[config.mk]
export PLATFORM = sky130hd
export DESIGN_NAME = alu_seq
export DESIGN_NICKNAME = d
export VERILOG_FILES = /design/src/rtl/alu_seq.sv
export SDC_FILE = /design/constraint.sdc
export NUM_CORES = 1
export LEC_CHECK = 0
export BUFFER_PORTS_ARGS = -buffer_cell sky130_fd_sc_hd__buf_2
export CAP_MARGIN = 5
export CELL_PAD_IN_SITES_DETAIL_PLACEMENT = 1
export CELL_PAD_IN_SITES_GLOBAL_PLACEMENT = 1
export CORE_UTILIZATION = 35
export DETAILED_ROUTE_END_ITERATION = 10
export HOLD_SLACK_MARGIN = 0.1
export PLACE_DENSITY_LB_ADDON = 0.1
export SYNTH_ARGS = -nofsm -noshare
export SYNTH_HDL_FRONTEND = slang
export SYNTH_SLANG_ARGS = --single-unit
[constraint.sdc]
create_clock -name clk -period 9.4 [get_ports clk]
set_clock_uncertainty 0.15 [all_clocks]
set_input_delay 1.41 -clock clk [delete_from_list [all_inputs] [get_ports clk]]
set_output_delay 1.41 -clock clk [all_outputs]
set_load 0.1 [all_outputs]
[src/rtl/alu_seq.sv]
// Sequential ALU: single-cycle arithmetic/logic ops plus a WIDTH-step shift-add
// multiplier and restoring divider sharing one iteration datapath.
module alu_seq #(
  parameter int WIDTH = 16
) (
  input  logic             clk,
  input  logic             rst,
  input  logic [WIDTH-1:0] a,
  input  logic [WIDTH-1:0] b,
  input  logic [2:0]       opcode,
  input  logic             mode,
  input  logic             start,
  output logic             busy,
  output logic             done,
  output logic [WIDTH-1:0] result,
  output logic [WIDTH-1:0] result_hi,
  output logic             za,
  output logic             zb,
  output logic             eq,
  output logic             gt,
  output logic             lt,
  output logic             zr,
  output logic             cy,
  output logic             dz
);

  localparam int SW = $clog2(WIDTH);
  localparam int CW = $clog2(WIDTH + 1);
  localparam logic [2:0] OP_MUL = 3'd4;
  localparam logic [2:0] OP_DIV = 3'd5;

  typedef enum logic [1:0] {IDLE, EXEC, ITER, DONE} state_t;

  state_t           state, state_n;
  logic [WIDTH-1:0] a_l, b_l;
  logic [2:0]       op_l;
  logic             mode_l;
  logic [WIDTH-1:0] acc, lo;
  logic [CW-1:0]    cnt;

  logic             needs_iter, iter_last, commit;
  logic [WIDTH:0]   sum, mul_sum, div_sh;
  logic             div_ge;
  logic [WIDTH-1:0] ex_res, ex_hi, acc_n, lo_n, fin_res, fin_hi;
  logic             ex_cy, ex_dz;

  assign needs_iter = !mode && (opcode == OP_MUL || opcode == OP_DIV) && (b != '0);
  assign iter_last  = (cnt == CW'(WIDTH));
  assign commit     = (state == EXEC) || (state == ITER && iter_last);

  // NOTE: every signal driven in an always_comb gets a default first so no path
  // leaves it unassigned and a latch is inferred.
  always_comb begin
    state_n = state;
    busy    = (state != IDLE);
    done    = (state == DONE);
    case (state)
      IDLE:    if (start) state_n = needs_iter ? ITER : EXEC;
      EXEC:    state_n = DONE;
      ITER:    if (iter_last) state_n = DONE;
      DONE:    state_n = IDLE;
      default: state_n = IDLE;
    endcase
  end

  // NOTE: sequential state uses non-blocking assignments so every register
  // samples pre-edge values regardless of block ordering.
  always_ff @(posedge clk or posedge rst) begin
    if (rst) state <= IDLE;
    else     state <= state_n;
  end

  // Single-cycle operations on the latched operands.
  always_comb begin
    ex_res = '0;
    ex_hi  = '0;
    ex_cy  = 1'b0;
    ex_dz  = 1'b0;
    sum    = '0;
    if (!mode_l) begin
      case (op_l)
        3'd0: begin sum = {1'b0, a_l} + {1'b0, b_l}; ex_res = sum[WIDTH-1:0]; ex_cy = sum[WIDTH]; end
        3'd1: begin ex_res = a_l - b_l; ex_cy = (a_l < b_l); end
        3'd2: begin sum = {1'b0, a_l} + 1'b1; ex_res = sum[WIDTH-1:0]; ex_cy = sum[WIDTH]; end
        3'd3: begin ex_res = a_l - 1'b1; ex_cy = (a_l == '0); end
        3'd4: ex_res = '0;  // only reached with b == 0, product is zero
        3'd5: begin ex_res = '1; ex_hi = a_l; ex_dz = 1'b1; end
        3'd6: ex_res = '0 - a_l;
        default: ex_res = a_l;
      endcase
    end else begin
      case (op_l)
        3'd0: ex_res = a_l & b_l;
        3'd1: ex_res = a_l | b_l;
        3'd2: ex_res = a_l ^ b_l;
        3'd3: ex_res = ~(a_l & b_l);
        3'd4: ex_res = ~(a_l | b_l);
        3'd5: ex_res = ~(a_l ^ b_l);
        3'd6: ex_res = ~a_l;
        default: ex_res = a_l << b_l[SW-1:0];
      endcase
    end
  end

  // One iteration step; acc holds the product high half or the partial remainder,
  // lo holds the multiplier/product low half or the dividend/quotient.
  always_comb begin
    mul_sum = {1'b0, acc} + (lo[0] ? {1'b0, a_l} : '0);
    div_sh  = {acc, lo[WIDTH-1]};
    div_ge  = (div_sh >= {1'b0, b_l});
    if (op_l == OP_DIV) begin
      acc_n = div_ge ? WIDTH'(div_sh - {1'b0, b_l}) : div_sh[WIDTH-1:0];
      lo_n  = {lo[WIDTH-2:0], div_ge};
    end else begin
      acc_n = mul_sum[WIDTH:1];
      lo_n  = {mul_sum[0], lo[WIDTH-1:1]};
    end
    fin_res = (state == ITER) ? lo  : ex_res;
    fin_hi  = (state == ITER) ? acc : ex_hi;
  end

  always_ff @(posedge clk or posedge rst) begin
    if (rst) begin
      a_l       <= '0;
      b_l       <= '0;
      op_l      <= '0;
      mode_l    <= 1'b0;
      acc       <= '0;
      lo        <= '0;
      cnt       <= '0;
      result    <= '0;
      result_hi <= '0;
      {za, zb, eq, gt, lt, zr, cy, dz} <= '0;
    end else begin
      if (state == IDLE && start) begin
        a_l    <= a;
        b_l    <= b;
        op_l   <= opcode;
        mode_l <= mode;
        acc    <= '0;
        lo     <= (opcode == OP_DIV) ? a : b;
        cnt    <= '0;
      end else if (state == ITER && !iter_last) begin
        acc <= acc_n;
        lo  <= lo_n;
        cnt <= cnt + 1'b1;
      end
      if (commit) begin
        result    <= fin_res;
        result_hi <= fin_hi;
        cy        <= (state == EXEC) && ex_cy;
        dz        <= (state == EXEC) && ex_dz;
        zr        <= (fin_res == '0);
        za        <= (a_l == '0);
        zb        <= (b_l == '0);
        eq        <= (a_l == b_l);
        gt        <= (a_l > b_l);
        lt        <= (a_l < b_l);
      end
    end
  end

endmodule

==> impl_metrics.csv <==
group,metric,value,unit
logic_synthesis,synth_mux_area_frac,0.0741,
setup_path,critPathMaxFanout,24,
clock_tree,cts_tree,"done",
worst_hold_path,worstHoldStart,"result[14]$_DFFE_PP0P_",
layout,layout-drive-gt1-share,0.114,
floorplanning,start_util,0.355,
logic_synthesis,synth_compound_area_frac,0.276,
global_route,grt_pass1_wl,81.8,mm
global_route,grt_max_degree,86,
clock_tree,clk_pin_slew,0.06,ns
worst_hold_path,hp-class,"reg2reg",
drt,routed_wl,54.3,mm
setup_path,path_cells,"inv_1 > ha_1 > nor2b_1 > o31a_1 > o31ai_1 > o31ai_1 > a211oi_1 > or2_2 > mux2_2 > nand3_1 > a31oi_1",
global_route,overflow,0,
clock_tree,cts_setup_buffers,0,
job,cap_viol_max_count,0,
setup_path,required,9.53,ns
logic_synthesis,synthesis.area,11900,um^2
sta,setup_viol,0,
global_route,antenna_found_initial,1,
sta,rsz0062_at_grt,"no",
drt,via_count,12600,
drt,first_iter_violations,1071,
worst_hold_path,whs_endpoint,"result[14]$_DFFE_PP0P_",
logic_synthesis,synth-seq-area-share,0.242,
floorplanning,core-area,33500,um^2
drt,detail_route.first_pass.iterations,5,
drt,viasPerCell,6.27,
setup_path,cp_slowest_stage_delay,0.91,ns
clock_tree,post_cts_resize_count,0,
sta,drv_slew,0,
global_route,grt_usage,0.313,
sta,hold_viol,0,
clock_tree,postCtsHoldBufs,0,
setup_path,r2r_end,"acc[14]$_DFFE_PP0P_",
setup_path,crit_type,"reg2reg",
setup_path,crit_slowest_cell,"dfrtp_1",
logic_synthesis,synth_fa_ha_area_frac,0.105,
placed_design,gp_congestion,0.928,
logic_synthesis,syn_inst,1541,
logic_synthesis,synth_area_per_cell,7.72,um^2
setup_path,end_kind,"flip-flop",
clock_tree,numCtsBuffers,17,
logic_synthesis,synth_enable_flop_cells,0,
drt,wire_per_inst,27.1,um
drt,antenna_left,0,
setup_path,reg2reg_depth,11,
sta,fin_crit_sh,0.530,
sta,fmax,201,MHz
clock_tree,clock_sink_count,115,
setup_path,reg2reg_from,"b_l[1]$_DFFE_PP0P_",
floorplanning,die_area,34700,um^2
clock_tree,clock_path_buffers,2,
layout,num_antenna_cells,0,
sta,fin_crit,4.98,ns
floorplanning,io_pins,81,
setup_path,rrSetupSlack,4.42,ns
logic_synthesis,synth-xor-area-share,0.0434,
logic_synthesis,ys_async_sr_fraction,1.00,
sta,fin_setup_tns,0,ns
setup_path,cpMostUsedCell,"o31ai_1",
sta,tightest_slew,1.16,ns
placed_design,port_buffers,80,
logic_synthesis,yosys_warnings,0,
setup_path,start_kind,"flip-flop",
logic_synthesis,synth_fp_nets,1677,
clock_tree,clk_root_buffer_cell,"clkbuf_16",
floorplanning,row_count,67,
placed_design,dp_hpwl,40.5,mm
floorplanning,die_h,186,um
setup_path,critPathArrivalTime,5.11,ns
drt,drc,0,
sta,maxSlewHeadroom,0.227,
status,run_status,"completed",
worst_hold_path,whs_path_depth,2,
clock_tree,cts_max_level,4,
logic_synthesis,synth_cell_types,80,
logic_synthesis,yosys_register_bits,115,
logic_synthesis,yosys.area_share.simple,0.199,
layout,nets,1682,
layout,area_delta_synth_final,10.7,%
logic_synthesis,synth_top_family_by_area,"compound AO/OA/AOI/OAI gates",
floorplanning,die_w,186,um
clock_tree,clk_latency,0.45,ns
global_route,grt_pass1_vias,12400,
logic_synthesis,synthFlopType,"dfrtp_1",
==> layout make-up <==
class,instances,area (um^2)
fillers,4107,20400
multi-input cells,1239,8330
flip-flops and latches,115,2880
repair buffers,102,566
well taps,448,561
clock buffers,25,495
inverters,71,269
clock inverters,5,75.1
==> through the flow <==
step | hold slack, ns | utilization | cells | instance area, um^2 | setup WS (ns)
finish | 0.319 | 0.393 | 2005 | 13200 | 4.42
global route | 0.346 | 0.393 | 2005 | 13200 | 4.06
CTS | 0.327 | 0.393 | 2005 | 13200 | 4.50
detailed placement | 0.315 | 0.376 | 1975 | 12600 | 4.50
global placement | 0.303 | 0.376 | 1975 | 12600 | 4.63
floorplan | 0.344 | - | 1541 | 11900 | 4.80
==> cell usage in the layout, fill, tap and decap left out, types with 7 or more instances in the layout <==
master	count
xor2_1	14
mux2i_1	45
xnor2_1	45
nand4_1	12
o22ai_1	9
a221oi_1	25
ha_1	92
nand2_1	168
dfrtp_1	113
o21ai_0	148
mux4_2	14
clkbuf_16	17
nor3_1	36
nor2_1	137
o31ai_1	10
buf_2	80
nor2b_1	13
inv_1	66
a21o_1	10
a211oi_1	32
buf_4	22
a31oi_1	15
a21oi_1	114
nand2b_1	17
o221ai_1	11
nor4_1	20
or3_1	12
o211ai_1	30
and2_1	21
o21bai_1	7
a211o_1	7
mux2_2	9
o21a_1	8
nand3_1	43
==> flip-flops by register name, summed over array words and instances, names as in the netlist <==
register,cells
acc,16
lt,1
state,2
result,16
cy,1
op_l,3
cnt,5
eq,1
b_l,16
lo,16
dz,1
a_l,16
gt,1
zr,1
result_hi,16
mode_l,1
za,1
zb,1
==> critical path, delay by kind of cell (launching register included) <==
kind / cells / cell delay, ns
compound gates: 5 / 1.59
flops: 1 / 0.91
simple gates: 3 / 0.80
buf+inv: 1 / 0.50
fa+ha+maj: 1 / 0.45
mux: 1 / 0.40
==> kinds of logic (layout without fill, tap and decap cells) <==
family / Yosys count / in the layout
DFF: 115 / 115
and+or+nand+nor: 508 / 508
adders and majority gates: 97 / 97
AOI/OAI and AO/OA: 506 / 506
muxes: 69 / 69
xor gates and xnor gates: 59 / 59
buffers and inverters: 187 / 203
==> cells in the mapped netlist, drive strengths merged, types with 26 or more instances <==
master    n  area (um^2)
dfrtp   115         2880
mux2i    45          450
nor3     36          180
clkbuf   81          304
a211oi   32          240
o211ai   31          238
inv      70          263
a21oi   115          576
ha       93         1160
xnor2    45          394
o21ai   150          751
a221oi   26          234
buf      35          150
nor2    139          522
nand3    43          215
nand2   168          631
==> layer usage <==
layer  vias to the layer above  GRT usage  part of all wire
met1                      6359      0.441              0.46
met2                       492      0.487              0.45
li1                       5654          -                 -
met5                         -          0                 0
met4                         0      0.101             0.029
met3                        75     0.0466             0.064
==> worst max-delay path by stage <==
stage,start,endpoint,slack (ns),cells after the start
after global placement,a_l[3]$_DFFE_PP0P_,zr$_DFFE_PP0P_,4.63,12
after detailed placement,b_l[1]$_DFFE_PP0P_,acc[14]$_DFFE_PP0P_,4.50,11
after CTS,b_l[1]$_DFFE_PP0P_,acc[14]$_DFFE_PP0P_,4.50,11
after floorplan,rst,a_l[0]$_DFFE_PP0P_,4.80,1
after global routing,b_l[1]$_DFFE_PP0P_,acc[14]$_DFFE_PP0P_,4.06,11
final,b_l[1]$_DFFE_PP0P_,acc[14]$_DFFE_PP0P_,4.42,11
Power is left out: the tool's default activity adds up to more than one toggle a clock period on the data nets, which glitch-free logic cannot reach.
